==> src/rtl/seq_gen_pkg.sv <==
// rtl/seq_gen_pkg.sv - state encoding and LFSR constants shared by seq_pattern_gen and seq_gen_lfsr
package seq_gen_pkg;

  // Burst sequencer states; IDLE is the all-zero reset encoding
  typedef enum logic [1:0] {
    IDLE  = 2'd0,
    SHIFT = 2'd1,
    GAP   = 2'd2,
    DONE  = 2'd3
  } state_e;

  // Gap-filler PRBS7 (x^7 + x^6 + 1): seed after reset and feedback tap mask
  localparam logic [6:0] LFSR_SEED = 7'h01;
  localparam logic [6:0] LFSR_TAPS = 7'h60;

endpackage

==> src/rtl/seq_gen_lfsr.sv <==
// rtl/seq_gen_lfsr.sv - 7-bit Fibonacci LFSR with enable, used as gap filler
module seq_gen_lfsr
  import seq_gen_pkg::*;
(
  input  logic clk,
  input  logic rst,
  input  logic en,
  output logic bit_out
);

  logic [6:0] lfsr_q;
  logic [6:0] lfsr_d;

  // Shift left with the parity of the tapped bits entering at bit 0
  always_comb begin
    lfsr_d = lfsr_q;
    if (en) begin
      lfsr_d = {lfsr_q[5:0], ^(lfsr_q & LFSR_TAPS)};
    end
  end

  // State register, reseeded on reset so the filler sequence is repeatable
  always_ff @(posedge clk) begin
    if (rst) begin
      lfsr_q <= LFSR_SEED;
    end else begin
      lfsr_q <= lfsr_d;
    end
  end

  assign bit_out = lfsr_q[0];

endmodule

==> src/rtl/seq_pattern_gen.sv <==
// rtl/seq_pattern_gen.sv - serial MSB-first pattern transmitter; SEQ_GEN_PRBS_GAP_EN fills gaps with PRBS
module seq_pattern_gen
  import seq_gen_pkg::*;
#(
  parameter int PAT_W = 4,
  parameter int CNT_W = 4,
  parameter int GAP_W = 4
) (
  input  logic                   clk,
  input  logic                   rst,
  input  logic                   start,
  input  logic [PAT_W-1:0]       pattern,
  input  logic [$clog2(PAT_W):0] pat_len,
  input  logic [CNT_W-1:0]       repeat_cnt,
  input  logic [GAP_W-1:0]       gap_len,
  output logic                   x,
  output logic                   x_valid,
  output logic                   busy,
  output logic                   done
);

  localparam int LEN_W = $clog2(PAT_W) + 1;
  localparam int IDX_W = (PAT_W > 1) ? $clog2(PAT_W) : 1;

  state_e           state_q, state_d;
  logic [PAT_W-1:0] pat_q, pat_d;
  logic [IDX_W-1:0] top_q, top_d;       // index of the first (MSB) bit of a frame
  logic [IDX_W-1:0] idx_q, idx_d;       // index of the bit currently on x
  logic [CNT_W-1:0] frames_q, frames_d; // frames still to send after the current one
  logic [GAP_W-1:0] gap_q, gap_d;
  logic [GAP_W-1:0] gap_cnt_q, gap_cnt_d;
  logic             x_q, x_d;
  logic             x_valid_q, x_valid_d;
  logic             busy_q, busy_d;
  logic             done_q, done_d;

  logic [LEN_W-1:0] len_eff;
  logic [IDX_W-1:0] cap_top;
  logic             gap_fill;

  // Zero or oversize lengths fall back to the full pattern width
  always_comb begin
    len_eff = pat_len;
    if ((pat_len == '0) || (pat_len > LEN_W'(PAT_W))) begin
      len_eff = LEN_W'(PAT_W);
    end
  end

  assign cap_top = IDX_W'(len_eff - LEN_W'(1));

`ifdef SEQ_GEN_PRBS_GAP_EN
  logic lfsr_en;

  // The LFSR steps exactly once per gap cycle it supplies a bit for
  assign lfsr_en = (state_d == GAP);

  seq_gen_lfsr u_lfsr (
    .clk     (clk),
    .rst     (rst),
    .en      (lfsr_en),
    .bit_out (gap_fill)
  );
`else
  assign gap_fill = 1'b0;
`endif

  // Next state and next registered outputs; outputs are computed for the cycle being entered
  always_comb begin
    state_d   = state_q;
    pat_d     = pat_q;
    top_d     = top_q;
    idx_d     = idx_q;
    frames_d  = frames_q;
    gap_d     = gap_q;
    gap_cnt_d = gap_cnt_q;
    x_d       = 1'b0;
    x_valid_d = 1'b0;
    busy_d    = 1'b0;
    done_d    = 1'b0;

    case (state_q)
      IDLE: begin
        if (start) begin
          state_d   = SHIFT;
          pat_d     = pattern;
          top_d     = cap_top;
          idx_d     = cap_top;
          frames_d  = repeat_cnt;
          gap_d     = gap_len;
          x_d       = pattern[cap_top];
          x_valid_d = 1'b1;
          busy_d    = 1'b1;
        end
      end

      SHIFT: begin
        if (idx_q != '0) begin
          idx_d     = idx_q - IDX_W'(1);
          x_d       = pat_q[idx_d];
          x_valid_d = 1'b1;
          busy_d    = 1'b1;
        end else if (frames_q != '0) begin
          frames_d = frames_q - CNT_W'(1);
          busy_d   = 1'b1;
          if (gap_q != '0) begin
            state_d   = GAP;
            gap_cnt_d = gap_q - GAP_W'(1);
            x_d       = gap_fill;
          end else begin
            idx_d     = top_q;
            x_d       = pat_q[top_q];
            x_valid_d = 1'b1;
          end
        end else begin
          state_d = DONE;
          done_d  = 1'b1;
        end
      end

      GAP: begin
        busy_d = 1'b1;
        if (gap_cnt_q != '0) begin
          gap_cnt_d = gap_cnt_q - GAP_W'(1);
          x_d       = gap_fill;
        end else begin
          state_d   = SHIFT;
          idx_d     = top_q;
          x_d       = pat_q[top_q];
          x_valid_d = 1'b1;
        end
      end

      DONE: begin
        state_d = IDLE;
      end

      default: begin
        state_d = IDLE;
      end
    endcase
  end

  // All state and outputs registered; reset aborts any burst in progress
  always_ff @(posedge clk) begin
    if (rst) begin
      state_q   <= IDLE;
      pat_q     <= '0;
      top_q     <= '0;
      idx_q     <= '0;
      frames_q  <= '0;
      gap_q     <= '0;
      gap_cnt_q <= '0;
      x_q       <= 1'b0;
      x_valid_q <= 1'b0;
      busy_q    <= 1'b0;
      done_q    <= 1'b0;
    end else begin
      state_q   <= state_d;
      pat_q     <= pat_d;
      top_q     <= top_d;
      idx_q     <= idx_d;
      frames_q  <= frames_d;
      gap_q     <= gap_d;
      gap_cnt_q <= gap_cnt_d;
      x_q       <= x_d;
      x_valid_q <= x_valid_d;
      busy_q    <= busy_d;
      done_q    <= done_d;
    end
  end

  assign x       = x_q;
  assign x_valid = x_valid_q;
  assign busy    = busy_q;
  assign done    = done_q;

endmodule

==> config.mk <==
export PLATFORM = sky130hd
export DESIGN_NAME = seq_pattern_gen
export DESIGN_NICKNAME = d
export VERILOG_FILES = /design/src/rtl/seq_gen_pkg.sv /design/src/rtl/seq_gen_lfsr.sv /design/src/rtl/seq_pattern_gen.sv
export SDC_FILE = /design/constraint.sdc
export NUM_CORES = 1
export LEC_CHECK = 0
export BUFFER_PORTS_ARGS = -buffer_cell sky130_fd_sc_hd__buf_2
export CAP_MARGIN = 20
export CORE_ASPECT_RATIO = 1.4
export CORE_MARGIN = 10
export CORE_UTILIZATION = 56
export CTS_CLUSTER_DIAMETER = 60
export DETAILED_ROUTE_END_ITERATION = 10
export HOLD_SLACK_MARGIN = 0.06
export PLACE_DENSITY = 0.82
export SYNTH_ARGS = -nofsm -noshare
export SYNTH_HDL_FRONTEND = slang
export SYNTH_HIERARCHICAL = 1
export SYNTH_SLANG_ARGS = --single-unit
==> constraint.sdc <==
create_clock -name clk -period 1.9 [get_ports clk]
set_input_delay 0.285 -clock clk [delete_from_list [all_inputs] [get_ports clk]]
set_output_delay 0.285 -clock clk [all_outputs]
set_load 0.1 [all_outputs]
==> summary.md <==
| Metric | Value |
|---|---|
| Status | finished, final reports clean |
| Fillers | 237 |
| # setup viols final | 0 |
| Port Buffers | 21 |
| WL final | 3700 µm |
| Synthesized Nets | 205 |
| Power Total | 3.24 mW |
| Avg Inst Size Synth | 8.88 µm² |
| Synth top area share | 32.8% |
| Netlist cell types | 51 |
| Reg2reg end | x |
| Yosys reg bits | 26 |
| Clk buf depth | 2 |
| Core area | 2670 µm² |
| GRT met3 Usage | 3.63% |
| Critical path capture point type | register |
| Startpoint Class | register |
| Post-Layout Cell Count | 239 |
| GP Congestion | 0.856 |
| Met2 Use GR | 26.1% |
| Initial antenna violation count | 0 |
| Layout Nets | 230 |
| Most frequent cells in the layout | nand2_1 (24), dfxtp_1 (24), buf_2 (21) |
| Fin crit period | 1.80 ns |
| Placed Instances | 233 |
| Least-Margin Pin Slew | 0.529 ns |
| Yosys warnings | 6 |
| Die height | 83.0 µm |
| Register area share after synthesis | 32.8% |
| Area leader, netlist | dfxtp_1 |
| Hold Vio Cnt, Final | 0 |
| Setup TNS | 0 ns |
| Ant. Diodes | 0 |
| Worst Hold Class | in -> reg |
| Area of the mapped netlist | 1590 µm² |
| Sw Pwr | 1.55 mW |
| Critical path class | reg -> reg |
| Met1 Usage GRT | 13.7% |
| Maximum clock rate | 556 MHz |
| Crit path required time | 2.11 ns |
| Final max-slew violation count | 0 |
| WHS | 0.179 ns |
| Initial core utilization | 59.5% |
| EDFF count, synth | 0 |
| Via count | 1424 |
| Hold Startpoint | gap_len[2] |
| Combinational power share | 63.1% |
| Cts hold-fix bufs | 0 |
| Syn Inst Count | 179 |
| HPWL after DPL | 2820 µm |
| CTS sink count | 26 |
| Pwr/cell area | 1770 nW/µm² |
| First-pass GRT wire length | 6290 µm |
| FP Rows | 22 |
| Final period util | 94.6% |
| Gr ovfl total | 0 |
| Reg area | 523 µm² |
| Layout cells sized above 1 | 28.1% |
| DR DRC count | 0 |
| Max Fanout on Critical Path | 20 |
| Clock skew | 0.00649 ns |
| Post-synth ARST share | 0% |
| Max Cap Violations | 0 |
| Vias per cell | 5.96 |
| Cell-internal power | 1.69 mW |
| Top_reg_cell synth | dfxtp_1 |
| CTS Buf Count | 3 |
| CTS root buffer | clkbuf_4 |
| R2r setup slk | 0.10 ns |
| Multi-input gate area | 1010 µm² |
| WL per Instance | 15.5 µm |
| Gr busiest metal | met2 |
| H-Tree Depth | 1 |
| Maximum vdd drop | 1.01 mV |
| Pleak | 0.732 nW |
| Reg2reg start | state_q[1] |
| Synth area leaders | dfxtp_1 (33%), ha_1 (6.3%), a21oi_1 (6.0%) |
| Clock Latency Late Sink | 0.32 ns |
| Top-level port count | 22 |
| Die ar. | 5400 µm² |
| Vias in the first global route | 1479 |
| Hold Path Depth | 3 |
| P&R area growth vs syn | 15.3% |
| Largest net degree at the start of global routing | 28 |
| Worst EP arrival | 2.01 ns |
| Die X-Extent | 65.0 µm |
| Reg power frac | 28.3% |
| Initial drt markers | 97 |
| Drt first pass iters | 8 |
| CTS tree | yes |
| Final core occ | 68.6% |
| Hold EP | gap_q[2] |
| Clock power frac | 8.6% |
| Reg2Reg Depth | 7 |
| Max-slew headroom | 64.8% |
| Post-route ant nets | 0 |
| Switching Share | 47.9% |
| Clock transition at path regs | 0.14 ns |
| GR Util All Layers | 13.7% |
[flip-flops by register name (all words and copies together) (netlist names)]
signal	cells
frames_q	4
done	1
pat_q	4
top_q	2
state_q	2
x	1
x_valid	1
busy	1
idx_q	2
gap_cnt_q	4
gap_q	4
[worst max-delay path by stage]
stage,startpoint,to,slack (ns),cells after the start
floorplan,state_q[0],gap_cnt_q[2],0.18,9
global placement,state_q[0],gap_cnt_q[2],0.06,8
detailed placement,state_q[0],gap_cnt_q[2],-0.10,8
CTS,state_q[0],frames_q[3],-0.01,6
global route,state_q[1],frames_q[1],-0.03,8
finish,state_q[1],x,0.10,7
[per-stage QoR]
step / area [µm²] / worst slack (ns)
floorplan: 1590 / 0.177
global placement: 1720 / 0.0643
detailed placement: 1720 / -0.100
CTS: 1770 / -0.0107
global route: 1830 / -0.0260
finish: 1830 / 0.102
[power by group through the flow]
| stage | Clock [mW] | Sequential [mW] | Combinational (mW) |
|---|---|---|---|
| after floorplan | 0 | 1.08 | 1.32 |
| after global placement | 0 | 0.894 | 1.78 |
| after detailed placement | 0 | 0.907 | 1.85 |
| after CTS | 0.287 | 0.899 | 1.88 |
| after global routing | 0.309 | 0.938 | 2.24 |
| final | 0.278 | 0.917 | 2.05 |
[per-layer routing]
metal	part of all wire, %	vias up
li1	-	693
met1	39	664
met2	51	53
met3	6.8	14
met4	2.9	0
met5	0	-
[cell families (layout without fill, tap and decap cells)]
family	after synthesis	count (layout)	share of synthesized area, %
muxes	7	7	5.98
buffers and inverters	22	46	6.85
adders and majority gates	8	8	6.30
and+or+nand+nor	62	62	21.8
AOI/OAI and AO/OA	54	54	26.3
DFF	26	26	32.8
[cell usage after synthesis (4+ instances only)]
| master | number |
|---|---|
| a211oi_1 | 7 |
| inv_1 | 15 |
| mux2i_1 | 5 |
| ha_1 | 8 |
| a21oi_1 | 19 |
| nor2_1 | 9 |
| nand2_1 | 24 |
| nand2b_1 | 4 |
| dfxtp_1 | 26 |
[critical path, stage by stage, from the launching register on]
cell      delay [ns]
dfxtp_2         0.37
inv_1           0.10
ha_1            0.26
buf_8           0.21
and2_1          0.14
nand3_1         0.07
a21bo_1         0.21
a311oi_1        0.34
[area by class of cell]
type                    count  share of cell area (%)
well taps                  36                    2.46
multi-input cells         131                    55.3
repair buffers             27                    8.61
flip-flops and latches     26                    28.6
inverters                  15                    3.07
clock buffers               4                    1.98
[timing repair]
action	in CTS	in global routing
setup endpoints to repair	1	11
gates resized for setup	3	12
setup buffers	0	2
pin swaps	0	1
Power figures use the tool's default switching activity.
